<file path="src/rtl/sub_top_pixel_fetch_if.sv">
// Bus bundles for the pixel fetcher: Avalon-style read port toward the frame
// memory and the valid/ready pixel stream toward the display path.

interface sub_top_pixel_fetch_mem_if;
    logic [19:0] mem_address;
    logic        mem_chipselect;
    logic        mem_write;
    logic [3:0]  mem_byteenable;
    logic        mem_clken;
    logic [31:0] mem_readdata;

    modport master (
        output mem_address, mem_chipselect, mem_write, mem_byteenable, mem_clken,
        input  mem_readdata
    );

    modport slave (
        input  mem_address, mem_chipselect, mem_write, mem_byteenable, mem_clken,
        output mem_readdata
    );
endinterface

interface sub_top_pixel_fetch_pix_if;
    logic [31:0] pix_data;
    logic        pix_valid;
    logic        pix_ready;
    logic        pix_sop;
    logic        pix_eop;

    modport master (
        output pix_data, pix_valid, pix_sop, pix_eop,
        input  pix_ready
    );

    modport slave (
        input  pix_data, pix_valid, pix_sop, pix_eop,
        output pix_ready
    );
endinterface

</file>
<file path="src/rtl/sub_top_pixel_fetch.sv">
// Frame-memory read master: walks base..base+len-1, buffers words in a FIFO and
// streams them out with sop/eop tags. Define PIXEL_FETCH_LOOP_EN for continuous refresh.

module sub_top_pixel_fetch #(
    parameter int FIFO_DEPTH = 16
) (
    input  logic                      clk,
    input  logic                      reset,
    input  logic                      start,
    input  logic                      stop,
    input  logic [19:0]               base_addr,
    input  logic [20:0]               frame_len,
    output logic                      busy,
    output logic                      done,
    sub_top_pixel_fetch_mem_if.master mem,
    sub_top_pixel_fetch_pix_if.master pix
);

    localparam int AW = $clog2(FIFO_DEPTH);
    localparam int CW = AW + 1;
    localparam logic [CW:0]   DEPTH_W = (CW+1)'(FIFO_DEPTH);
    localparam logic [AW-1:0] PTR_ONE = {{(AW-1){1'b0}}, 1'b1};
    localparam logic [CW-1:0] CNT_ONE = {{(CW-1){1'b0}}, 1'b1};

    typedef enum logic [1:0] {
        IDLE  = 2'd0,
        FETCH = 2'd1,
        DRAIN = 2'd2
    } state_t;

    state_t        state_q;
    logic [19:0]   cur_q;
    logic [20:0]   rem_q;
    logic [19:0]   base_q;
    logic [20:0]   len_q;
    logic [19:0]   addr_q;
    logic          cs_q;
    logic          tag_sop_q;
    logic          tag_eop_q;
    logic          pend_q;
    logic          pend_sop_q;
    logic          pend_eop_q;
    logic          busy_q;
    logic          done_q;

    logic [33:0]   fifo_mem_q [FIFO_DEPTH];
    logic [AW-1:0] wr_ptr_q;
    logic [AW-1:0] rd_ptr_q;
    logic [CW-1:0] count_q;

    logic [19:0]   src_cur_s;
    logic [20:0]   src_rem_s;
    logic [19:0]   src_base_s;
    logic [20:0]   src_len_s;
    logic          issue_s;
    logic          last_s;
    logic          credit_s;
    logic [CW:0]   credit_sum_s;
    logic          push_s;
    logic          pop_s;
    logic          eop_pop_s;
    logic [33:0]   head_s;
    logic          valid_s;

    assign head_s    = fifo_mem_q[rd_ptr_q];
    assign valid_s   = (count_q != {CW{1'b0}});
    assign pop_s     = valid_s && pix.pix_ready;
    assign push_s    = pend_q;
    assign eop_pop_s = pop_s && head_s[33];

    // Read-issue decision; buffered + in-flight words may never exceed the FIFO depth.
    always_comb begin
        src_cur_s    = cur_q;
        src_rem_s    = rem_q;
        src_base_s   = base_q;
        src_len_s    = len_q;
        issue_s      = 1'b0;
        credit_sum_s = {1'b0, count_q} + {{CW{1'b0}}, pend_q} + {{CW{1'b0}}, cs_q};
        credit_s     = (credit_sum_s < DEPTH_W);
        if (state_q == IDLE) begin
            src_cur_s  = base_addr;
            src_rem_s  = frame_len;
            src_base_s = base_addr;
            src_len_s  = frame_len;
            issue_s    = start && (frame_len != 21'd0);
        end else if (state_q == FETCH) begin
            issue_s = (rem_q != 21'd0) && credit_s;
        end else begin
            issue_s = 1'b0;
        end
        last_s = (src_rem_s == 21'd1);
    end

    // Control FSM, address walker and registered memory-side outputs.
    always_ff @(posedge clk) begin
        if (reset) begin
            state_q    <= IDLE;
            cur_q      <= 20'd0;
            rem_q      <= 21'd0;
            base_q     <= 20'd0;
            len_q      <= 21'd0;
            addr_q     <= 20'd0;
            cs_q       <= 1'b0;
            tag_sop_q  <= 1'b0;
            tag_eop_q  <= 1'b0;
            pend_q     <= 1'b0;
            pend_sop_q <= 1'b0;
            pend_eop_q <= 1'b0;
            busy_q     <= 1'b0;
            done_q     <= 1'b0;
        end else if (stop) begin
            state_q <= IDLE;
            cs_q    <= 1'b0;
            pend_q  <= 1'b0;
            busy_q  <= 1'b0;
            done_q  <= 1'b0;
        end else begin
            cs_q       <= issue_s;
            pend_q     <= cs_q;
            pend_sop_q <= tag_sop_q;
            pend_eop_q <= tag_eop_q;
            done_q     <= eop_pop_s || ((state_q == IDLE) && start && (frame_len == 21'd0));
            if (issue_s) begin
                addr_q    <= src_cur_s;
                tag_sop_q <= (src_rem_s == src_len_s);
                tag_eop_q <= last_s;
                base_q    <= src_base_s;
                len_q     <= src_len_s;
                if (last_s) begin
`ifdef PIXEL_FETCH_LOOP_EN
                    cur_q   <= src_base_s;
                    rem_q   <= src_len_s;
                    state_q <= FETCH;
`else
                    cur_q   <= src_cur_s + 20'd1;
                    rem_q   <= 21'd0;
                    state_q <= DRAIN;
`endif
                end else begin
                    cur_q   <= src_cur_s + 20'd1;
                    rem_q   <= src_rem_s - 21'd1;
                    state_q <= FETCH;
                end
            end
            case (state_q)
                IDLE: begin
                    if (issue_s) begin
                        busy_q <= 1'b1;
                    end
                end
                FETCH: begin
                    busy_q <= 1'b1;
                end
                DRAIN: begin
                    if (eop_pop_s) begin
                        state_q <= IDLE;
                        busy_q  <= 1'b0;
                    end
                end
                default: begin
                    state_q <= IDLE;
                    busy_q  <= 1'b0;
                end
            endcase
        end
    end

    // FIFO pointers and occupancy; stop and reset both discard buffered words.
    always_ff @(posedge clk) begin
        if (reset || stop) begin
            wr_ptr_q <= {AW{1'b0}};
            rd_ptr_q <= {AW{1'b0}};
            count_q  <= {CW{1'b0}};
        end else begin
            if (push_s) begin
                wr_ptr_q <= wr_ptr_q + PTR_ONE;
            end
            if (pop_s) begin
                rd_ptr_q <= rd_ptr_q + PTR_ONE;
            end
            if (push_s && !pop_s) begin
                count_q <= count_q + CNT_ONE;
            end else if (!push_s && pop_s) begin
                count_q <= count_q - CNT_ONE;
            end
        end
    end

    // FIFO storage: {eop, sop, data} per entry.
    always_ff @(posedge clk) begin
        if (push_s) begin
            fifo_mem_q[wr_ptr_q] <= {pend_eop_q, pend_sop_q, mem.mem_readdata};
        end
    end

    assign busy               = busy_q;
    assign done               = done_q;
    assign mem.mem_address    = addr_q;
    assign mem.mem_chipselect = cs_q;
    assign mem.mem_write      = 1'b0;
    assign mem.mem_byteenable = 4'hF;
    assign mem.mem_clken      = 1'b1;
    assign pix.pix_valid      = valid_s;
    assign pix.pix_data       = head_s[31:0];
    assign pix.pix_sop        = valid_s && head_s[32];
    assign pix.pix_eop        = valid_s && head_s[33];

endmodule
</file>
<file path="src/flat_wrapper.sv">
// flat-port wrapper written by rule: the top's interface ports become plain ports
module sub_top_pixel_fetch_flat 
#(
    parameter int FIFO_DEPTH = 16
)
  (clk, reset, start, stop, base_addr, frame_len, busy, done, mem_mem_address, mem_mem_chipselect, mem_mem_write, mem_mem_byteenable, mem_mem_clken, mem_mem_readdata, pix_pix_data, pix_pix_valid, pix_pix_sop, pix_pix_eop, pix_pix_ready);
  sub_top_pixel_fetch_mem_if mem_i ();
  sub_top_pixel_fetch_pix_if pix_i ();
  input  logic clk;
  input  logic reset;
  input  logic start;
  input  logic stop;
  input  logic [19:0] base_addr;
  input  logic [20:0] frame_len;
  output logic busy;
  output logic done;
  output wire logic [$bits(mem_i.mem_address)-1:0] mem_mem_address;
  output wire logic [$bits(mem_i.mem_chipselect)-1:0] mem_mem_chipselect;
  output wire logic [$bits(mem_i.mem_write)-1:0] mem_mem_write;
  output wire logic [$bits(mem_i.mem_byteenable)-1:0] mem_mem_byteenable;
  output wire logic [$bits(mem_i.mem_clken)-1:0] mem_mem_clken;
  input wire logic [$bits(mem_i.mem_readdata)-1:0] mem_mem_readdata;
  output wire logic [$bits(pix_i.pix_data)-1:0] pix_pix_data;
  output wire logic [$bits(pix_i.pix_valid)-1:0] pix_pix_valid;
  output wire logic [$bits(pix_i.pix_sop)-1:0] pix_pix_sop;
  output wire logic [$bits(pix_i.pix_eop)-1:0] pix_pix_eop;
  input wire logic [$bits(pix_i.pix_ready)-1:0] pix_pix_ready;
  assign mem_mem_address = mem_i.mem_address;
  assign mem_mem_chipselect = mem_i.mem_chipselect;
  assign mem_mem_write = mem_i.mem_write;
  assign mem_mem_byteenable = mem_i.mem_byteenable;
  assign mem_mem_clken = mem_i.mem_clken;
  assign mem_i.mem_readdata = mem_mem_readdata;
  assign pix_pix_data = pix_i.pix_data;
  assign pix_pix_valid = pix_i.pix_valid;
  assign pix_pix_sop = pix_i.pix_sop;
  assign pix_pix_eop = pix_i.pix_eop;
  assign pix_i.pix_ready = pix_pix_ready;
  sub_top_pixel_fetch #(.FIFO_DEPTH(FIFO_DEPTH)) u_core (.clk(clk), .reset(reset), .start(start), .stop(stop), .base_addr(base_addr), .frame_len(frame_len), .busy(busy), .done(done), .mem(mem_i), .pix(pix_i));
endmodule
</file>
<file path="config.mk">
export PLATFORM = sky130hd
export DESIGN_NAME = sub_top_pixel_fetch_flat
export DESIGN_NICKNAME = d
export VERILOG_FILES = /design/src/rtl/sub_top_pixel_fetch_if.sv /design/src/rtl/sub_top_pixel_fetch.sv /design/src/flat_wrapper.sv
export SDC_FILE = /design/constraint.sdc
export NUM_CORES = 1
export LEC_CHECK = 0
export ABC_AREA = 1
export ABC_CLOCK_PERIOD_IN_PS = 4650
export CAP_MARGIN = 20
export CORE_MARGIN = 8
export CORE_UTILIZATION = 32
export DETAILED_ROUTE_END_ITERATION = 10
export GPL_TIMING_DRIVEN = 0
export PLACE_DENSITY_LB_ADDON = 0.15
export SKIP_LAST_GASP = 1
export SYNTH_ARGS = -nofsm -noshare
export SYNTH_HDL_FRONTEND = slang
export SYNTH_SLANG_ARGS = --single-unit
</file>
<file path="constraint.sdc">
create_clock -name clk -period 4.65 [get_ports clk]
set_clock_uncertainty 0.1 [all_clocks]
set_input_delay 0.6975 -clock clk [delete_from_list [all_inputs] [get_ports clk]]
set_output_delay 0.6975 -clock clk [all_outputs]
set_load 0.02 [all_outputs]
</file>
; Yosys cells after proc, flatten, opt, wreduce, memory -nomap -nowiden
; Memory sizes are Yosys's and may differ from the RTL's. A register that Yosys moved wholly into a read port is not among the register bits.
; Index checks and enable logic that the tools add are counted.
[totals]
mem_bits_rw = 544
output_inout_bits = 64
latch_bits = 0
romBits = 0
register_bits = 105
elab_cells = 76
n_memories = 1
[memory_table]
columns = memory, words, word_bits, rd, rd_ports_with_merged_regs, wr, line_no
row1 = u_core.fifo_mem_q, 16, 34, 1, 1, 1, sub_top_pixel_fetch.sv:46  ; logic [33:0] fifo_mem_q [FIFO_DEPTH];
[op_classes]
multipliers = 0
bitwise = 1
n_eq_ne = 6
div = 0
magnitude_cmp = 1
n_mux = 19
reduce_logical = 24
n_addsub = 8
shifts = 0
[op_table]
columns = op, n
row1 = $mux 21, 3
row2 = $reduce_bool 21->1, 2
row3 = $eq 21x1->1 const B, 1
row4 = $eq 21x21->1, 1
row5 = $logic_not 21->1, 1
row6 = $sub 21x1->21 const B, 1
row7 = $add 20x1->20 const B, 1
row8 = $mux 20, 1
row9 = $logic_and 1x1->1, 10
row10 = $mux 5, 2
row11 = $add 4x1->4 const B, 2
row12 = $mux 4, 2
row13 = $add 5x1->6, 1
row14 = $add 6x1->6, 1
row15 = $lt 6x5->1 const B, 1
row16 = $mux 1, 6
row17 = $mux 2, 3
row18 = $add 5x1->5 const B, 1
row19 = $reduce_bool 5->1, 1
row20 = $sub 5x1->5 const B, 1
row21 = $ne 2x1->1 const B, 2
row22 = $pmux 2 s2, 1
row23 = $reduce_and 2->1, 2
row24 = $reduce_or 2->1, 2
row25 = other kinds (8), 10

; Depth between registers and ports, before layout
; Gate-level depths: netlist of run 1.
[logic_depth]
word_depth = 9
mapped_depth = 16
depth_no_buf = 14

; Worst setup path after synthesis of run 1
; OpenSTA, ideal clock, no wires.
[synth_timing]
path_type = flip-flop to flip-flop
start = register u_core.wr_ptr_q[1]
end = memory u_core.fifo_mem_q[5][0] (enable)
arrival_time_ns = 2.119
path_stages_with_launch = 5
setup_slack_ns = 2.006
synth_period_minus_slack_ns = 2.644
cell_sequence = dfxtp_1 -> inv_1 -> ha_1 -> nand2_1 -> nor2_1
[synth_lines]
columns = item, line_no
row1 = "start, declared", sub_top_pixel_fetch.sv:47  ; logic [AW-1:0] wr_ptr_q;
row2 = "start signal, assigned", sub_top_pixel_fetch.sv:171  ; wr_ptr_q <= {AW{1'b0}};
row3 = "start signal, assigned", sub_top_pixel_fetch.sv:176  ; wr_ptr_q <= wr_ptr_q + PTR_ONE;
row4 = "end, declared", sub_top_pixel_fetch.sv:46
; No word-level cell before the write port.

==> summary.txt, run 1 <==
Synthesis
  • Leading area contributor after synthesis: edfxtp_1
  • Sequential area share after synthesis: 0.679
  • Gate Count Post-Synth: 2433
  • EDFF count, synth: 544
  • Avg Synthesized Cell Area: 11.2 um^2
  • Synth top area share: 0.599
  • Area contributors post-synth: edfxtp_1 60%, dfxtp_1 8.0%, o21ai_0 6.6%
  • Commonest register cell after synthesis: edfxtp_1
  • Synthesized cell area: 27300 um^2
  • Async set-reset flop share out of synthesis: 0
  • Seq cells post-synth: 653
  • Yosys cell types: 45
  • Synth warnings: 0

Clocking
  • TritonCTS clock tree: done
  • Hold_buf cts: 0
  • CTS clk-pin slew, worst paths: 60 ps
  • Setup repair bufs after CTS: 0
  • CTS buffer count: 75
  • Clk buf depth: 3
  • Clock Latency Late Sink: 610 ps
  • Root Buffer: clkbuf_16
  • # H-tree levels: 3
  • Total clock sinks: 653

Drt
  • Drt initial violations: 1905
  • Drt via density: 5.26
  • Post-DRT Antenna Nets: 0
  • Residual DRC count: 0
  • DR WL/cell: 24.7 um
  • First drt pass iteration count: 5
  • Routed Wire Length: 95500 um
  • Vias after detailed routing: 20400

STA
  • RSZ-0062 raised after global routing: yes
  • Min Tclk post-route: 4520 ps
  • Max-slew violation count: 0
  • Slew @ Worst Pin: 931 ps
  • Max Clock Freq: 221 MHz
  • Final Hold Viols: 0
  • Final setup fails: 0
  • Final setup TNS: 0 ps
  • Final period utilization: 0.971
  • Worst slew margin: 0.378

Global routing
  • GRT overflow: 0
  • Initial antenna violation count: 4
  • Met2 usage: 0.337
  • Global-route usage over all layers: 0.196
  • GR Layer Usage met3: 0.0304
  • Most Crowded Layer GR: met2
  • Maximum number of pins on one net before global-route repair: 22
  • Met1 global-route usage: 0.257
  • First-pass GRT wire length: 138000 um
  • Vias in the first global route: 20300

Hold path
  • Worst hold stages: 2
  • Hold Path Class: register to register
  • HP Start: u_core.mem.mem_chipselect
  • Terminating pin of the worst hold path: u_core.pend_q

Floorplanning
  • Initial core utilization: 0.321
  • Die extent in x: 308 um
  • I/O pin count: 142
  • Die Ht: 308 um
  • Row cnt: 107
  • Core Region: 84900 um^2
  • Die footprint: 94800 um^2

Critical path
  • CP Launch Type: register
  • Crit path capture type: output port
  • Flop2flop setup slack: 1820 ps
  • Worst r2r dst: u_core.rem_q[4]
  • R2R cell count: 16
  • WP data required: 3850 ps
  • R2r startpoint: u_core.state_q[1]
  • Crit path kind: register to output port
  • WP data arrival: 3720 ps
  • CP max FO: 10

Job
  • Max-cap viol count: 0

Final layout
  • Share of cells above drive strength 1: 0.0950
  • Final net count: 2757
  • Final core occ: 0.388
  • Area Growth Syn to Fin: 20.9%

Power
  • Total Power: 13.5 mW
  • P_leak: 11.3 nW
  • Pwr dens: 410 nW/um^2
  • VDD IR max: 0.252 mV

Placement
  • Port Buffers: 134
  • GP Congestion: 0.877
  • Post-DP HPWL: 63200 um

Outcome
  • Outcome: complete, no violations
## placed cells by master (no fill, tap or decap), types with 14 or more instances in the layout
cell type	count
o22ai_1	38
clkinv_1	16
dfxtp_1	109
o211ai_1	37
edfxtp_1	544
clkbuf_16	76
clkdlybuf4s50_1	133
nor2_4	20
clkbuf_2	40
o221ai_1	94
nand2_1	250
inv_1	110
nand4_1	14
o21ai_1	17
buf_2	28
o21ai_0	362
clkbuf_1	89
nor2_1	397
buf_12	15
nand3_1	98
a21oi_1	83
## registers in the layout, indices dropped and copies added, names as in the netlist, 2 cells and up, named ones only
register	cells
u_core.len_q	21
u_core.rd_ptr_q	4
u_core.mem.mem_address	20
u_core.fifo_mem_q	544
u_core.rem_q	21
u_core.state_q	2
u_core.wr_ptr_q	4
u_core.count_q	5
u_core.cur_q	20
## metal layers
layer	vias to the layer above	part of all wire	wire, um
li1	9262	-	-
met4	2	0.025	2420
met5	-	0.00014	13
met3	140	0.062	5930
met2	737	0.49	46600
met1	10200	0.42	40600
## cell usage after synthesis, types with 4 or more instances
cell / n
a211oi_1: 8
a21oi_1: 83
buf_1: 4
buf_2: 24
buf_4: 7
buf_6: 10
clkbuf_1: 112
dfxtp_1: 109
edfxtp_1: 544
ha_1: 13
inv_1: 110
nand2_1: 250
nand2_2: 8
nand3_1: 98
nand4_1: 14
nor2_1: 413
nor2_2: 8
nor2_4: 4
nor3_1: 4
o211a_1: 10
o211ai_1: 37
o21ai_0: 362
o21ai_1: 17
o21ai_2: 5
o221ai_1: 94
o22ai_1: 38
xnor2_1: 7
xor2_1: 13
## repair_timing
item / CTS / global route
setup endpoints to repair: 33 / 24
gates resized for setup: 37 / 23
gates cloned: 0 / 0
pin swaps: 0 / 1
hold endpoints to repair: 0 / 0
## logic make-up after synthesis
family	count (synthesis)	share of synthesized area
AOI/OAI and AO/OA	664	0.144
xor gates and xnor gates	20	0.00642
adders and majority gates	14	0.00670
buffers and inverters	273	0.0428
DFF	653	0.679
other	2	0.000275
and+or+nand+nor	807	0.121
## stage by stage
step	hold slack (ps)	setup slack [ps]	instance area [um^2]	cells
6_report	357	134	33000	3871
5_1_grt	390	-1.90	33000	3871
4_1_cts	364	-71.1	32900	3870
3_5_place_dp	351	-51.1	30500	3733
3_3_place_gp	346	-371	30100	3715
2_1_floorplan	339	2010	27300	2437
## layout make-up
cell class              instances  area, um^2
repair buffers                152        1710
fillers                      8265       51900
inverters                     115         432
flip-flops and latches        653       18500
clock buffers                  97        1990
well taps                    1144        1430
multi-input cells            1511        7720
plain buffers                 157         793
diodes                          1        2.50
clock inverters                41         363
## worst max path at each step
stage / endpoint / slack [ps] / cells past startpoint
floorplan: u_core.fifo_mem_q[5][0] / 2010 / 4
finish: pix_pix_data[1] / 130 / 8
CTS: pix_pix_data[6] / -70 / 9
global route: pix_pix_data[23] / -2 / 7
global placement: u_core.fifo_mem_q[3][11] / -370 / 3
detailed placement: pix_pix_data[21] / -50 / 10
## power by group
part           internal (mW)  total (mW)  switching (mW)
clock network           3.32        5.73            2.41
registers               6.41        6.47          0.0556
logic                  0.419        1.30           0.883
## worst max-delay path, cell delays in order, from the launching register on
cell	delay, ps
dfxtp_1	300
clkbuf_1	250
inv_1	190
clkbuf_1	590
clkbuf_2	530
o221ai_1	210
o211ai_1	210
nand2_1	210
clkdlybuf4s50_1	590
Note: power is estimated with default switching activity, not from simulation.
==> run 2: changes to the inputs <==
--- a/config.mk
+++ b/config.mk
@@ -11,6 +11,7 @@
 export CORE_MARGIN = 8
 export CORE_UTILIZATION = 32
 export DETAILED_ROUTE_END_ITERATION = 10
+export DONT_BUFFER_PORTS = 1
 export GPL_TIMING_DRIVEN = 0
 export PLACE_DENSITY_LB_ADDON = 0.15
 export SKIP_LAST_GASP = 1
==> summary.txt, run 2 (synthesis results as in run 1) <==
Outcome
  • Outcome: complete, no violations

Floorplanning
  • Die footprint: 94800 um^2 (unchanged)
  • Die extent in x: 308 um (unchanged)
  • Core Region: 84900 um^2 (unchanged)
  • Die Ht: 308 um (unchanged)
  • Row cnt: 107 (unchanged)
  • I/O pin count: 142 (unchanged)
  • Initial core utilization: 0.321 (unchanged)

STA
  • Final setup TNS: 0 ps (unchanged)
  • PnR worst setup slack: 145 ps (+11.7 ps)
  • Max Clock Freq: 222 MHz (+0.26%)
  • Worst hold margin: 59.9 ps (-297 ps)
  • Final period utilization: 0.969 (-0.00252)
  • RSZ-0062 raised after global routing: no
  • Final setup fails: 0 (unchanged)
  • Slew @ Worst Pin: 1040 ps (+108 ps)
  • Min Tclk post-route: 4500 ps (-11.7 ps)
  • Max-slew violation count: 0 (unchanged)
  • Worst slew margin: 0.307 (-0.0707)
  • Final Hold Viols: 0 (unchanged)

Drt
  • WL met1: 39200 um (-3.3%)
  • Residual DRC count: 0 (unchanged)
  • Highest Signal Layer: met4
  • WL met3: 6740 um (+14%)
  • First drt pass iteration count: 6 (+1)
  • Routed Wire Length: 94700 um (-0.80%)
  • Met2 routed WL: 45300 um (-2.7%)
  • Drt initial violations: 1850 (-2.9%)
  • Post-DRT Antenna Nets: 0 (unchanged)
  • Vias after detailed routing: 19800 (-2.6%)
  • Drt via density: 5.32 (+1.1%)
  • DR WL/cell: 25.4 um (+3.0%)

Clocking
  • CTS buffer count: 75 (unchanged)
  • Setup repair bufs after CTS: 0 (unchanged)
  • Root Buffer: clkbuf_16
  • Clock Latency Late Sink: 620 ps (about the same)
  • Total clock sinks: 653 (unchanged)
  • Clk buf depth: 3 (unchanged)
  • # H-tree levels: 3 (unchanged)
  • TritonCTS clock tree: done
  • CTS clk-pin slew, worst paths: 60 ps (about the same)

Critical path
  • Crit-path slowest cell: clkbuf_1
  • WP data arrival: 3710 ps (about the same)
  • CP Launch Type: register
  • Critical Path Most Common Cell: buf_2
  • Cells along the critical path: clkbuf_2 -> inv_1 -> buf_2 -> buf_2 -> clkbuf_1 -> nor2_1 -> o221ai_1 -> o211ai_1 -> nand2_1
  • Crit path kind: register to output port
  • Crit path capture type: output port
  • Flop2flop setup slack: 1540 ps (-280 ps)
  • WP data required: 3850 ps (about the same)
  • CP max FO: 10 (unchanged)
  • CP max stage delay: 720 ps (+130 ps)

Final layout
  • Non-filler cells, final: 3729 (-3.7%)
  • Cell area after layout: 31500 um^2 (-4.4%)
  • Most common cell after layout, fill and taps aside: edfxtp_1
  • Most frequent cells in the layout: 544 x edfxtp_1, 397 x nor2_1, 362 x o21ai_0, 250 x nand2_1, 117 x clkbuf_1
  • Area Growth Syn to Fin: 15.6%
  • Share of cells above drive strength 1: 0.0832 (-0.0118)
  • Final net count: 2620 (-5.0%)
  • Top flop regs: u_core.fifo_mem_q: 544 flops, u_core.len_q: 21 flops, u_core.rem_q: 21 flops
  • Largest register FFs: 544 (unchanged)
  • Reg with most FFs: u_core.fifo_mem_q

Power
  • P_leak: 10.6 nW (-5.8%)
  • Switching power: 3.27 mW (-2.2%)
  • Reg power frac: 0.489 (+0.010)
  • Switching part of the total power: 0.247 (-0.00129)
  • Pwr dens: 421 nW/um^2 (+2.8%)
  • Comb pwr share: 0.079 (-0.017)
  • Clock power share: 0.432 (+0.008)
  • VDD IR max: 0.245 mV (-2.7%)
  • Int Pwr: 9.99 mW (-1.6%)

Global routing
  • GRT overflow: 0 (unchanged)
  • Initial antenna violation count: 3 (-1)
  • Maximum number of pins on one net before global-route repair: 22 (unchanged)
  • First-pass GRT wire length: 135000 um (-1.7%)
  • Vias in the first global route: 19800 (-2.4%)
  • Global-route usage over all layers: 0.195 (-0.00154)

Placement
  • Port Buffers: 0 (-100%)
  • Cell Area, Placed: 29200 um^2 (-4.6%)
  • Pre-CTS WS: 432 ps (+484 ps)
  • Placed Instances: 3597 (-3.6%)
  • GP Congestion: 0.875 (-0.30%)
  • Post-DP HPWL: 62900 um (-0.58%)

Hold path
  • Hold Path Class: input pin to register

Job
  • Max-cap viol count: 0 (unchanged)
==> run 2: cell types whose count changed in the layout (fill, tap and decap cells not counted), moves of 2 or more <==
cell	before	now
clkdlybuf4s50_1	133	0
clkbuf_2	40	5
clkbuf_1	89	117
clkinv_1	16	21
buf_2	28	24
buf_1	0	3
clkbuf_8	2	5
buf_16	2	0
clkbuf_4	2	0
clkinv_2	13	11
clkinv_4	2	0
==> run 2: path summary, 6_finish.rpt <==
path | cells past startpoint | end | start
worst min register to register | 2 | u_core.rem_q[10] | u_core.rem_q[10]
worst max register to register | 13 | u_core.count_q[4] | u_core.count_q[0]
worst max-delay path | 9 | pix_pix_data[30] | register
worst min-delay path | 0 | u_core.fifo_mem_q[10][22] | mem_mem_readdata[22]
==> run 2: metal layers <==
| layer | vias up | global-route usage |
|---|---|---|
| met5 | - | 0 |
| met4 | 0 | 0.0714 |
| met3 | 180 | 0.0409 |
| met2 | 723 | 0.327 |
| met1 | 9932 | 0.247 |
| li1 | 8990 | - |
==> run 2: repair_timing <==
item,in CTS,in global routing
hold buffers,0,0
endpoints found under the setup margin,21,10
gates resized for setup,4,1
cloned,0,0
==> run 2: critical path: cells and delay by family (launching register included) <==
| family | cells | cell delay [ps] |
|---|---|---|
| simple gates | 2 | 450 |
| flops | 1 | 340 |
| buf+inv | 5 | 1780 |
| compound gates | 2 | 500 |
==> run 2: power groups by stage <==
stage               logic, mW  clock network (mW)  registers (mW)
global placement         1.03                   0            6.62
floorplan               0.689                   0            6.60
finish                   1.04                5.73            6.49
CTS                      1.05                5.84            6.49
global route             1.15                6.06            6.50
detailed placement       1.04                   0            6.62
==> run 2: metrics by stage <==
step                      power, mW   util
after global routing           13.7  0.371
after detailed placement       7.66  0.344
final                          13.3  0.371
after global placement         7.65  0.338
after floorplan                7.29      -
after CTS                      13.4  0.371
==> run 2: layout make-up <==
| type | count | area, um^2 |
|---|---|---|
| Tap cell | 1144 | 1430 |
| Sequential cell | 653 | 18500 |
| Clock inverter | 42 | 367 |
| Fill cell | 8351 | 53400 |
| Antenna cell | 1 | 2.50 |
| Buffer | 156 | 733 |
| Timing Repair Buffer | 16 | 320 |
| Inverter | 115 | 432 |
| Multi-Input combinational cell | 1511 | 7720 |
| Clock buffer | 91 | 2000 |
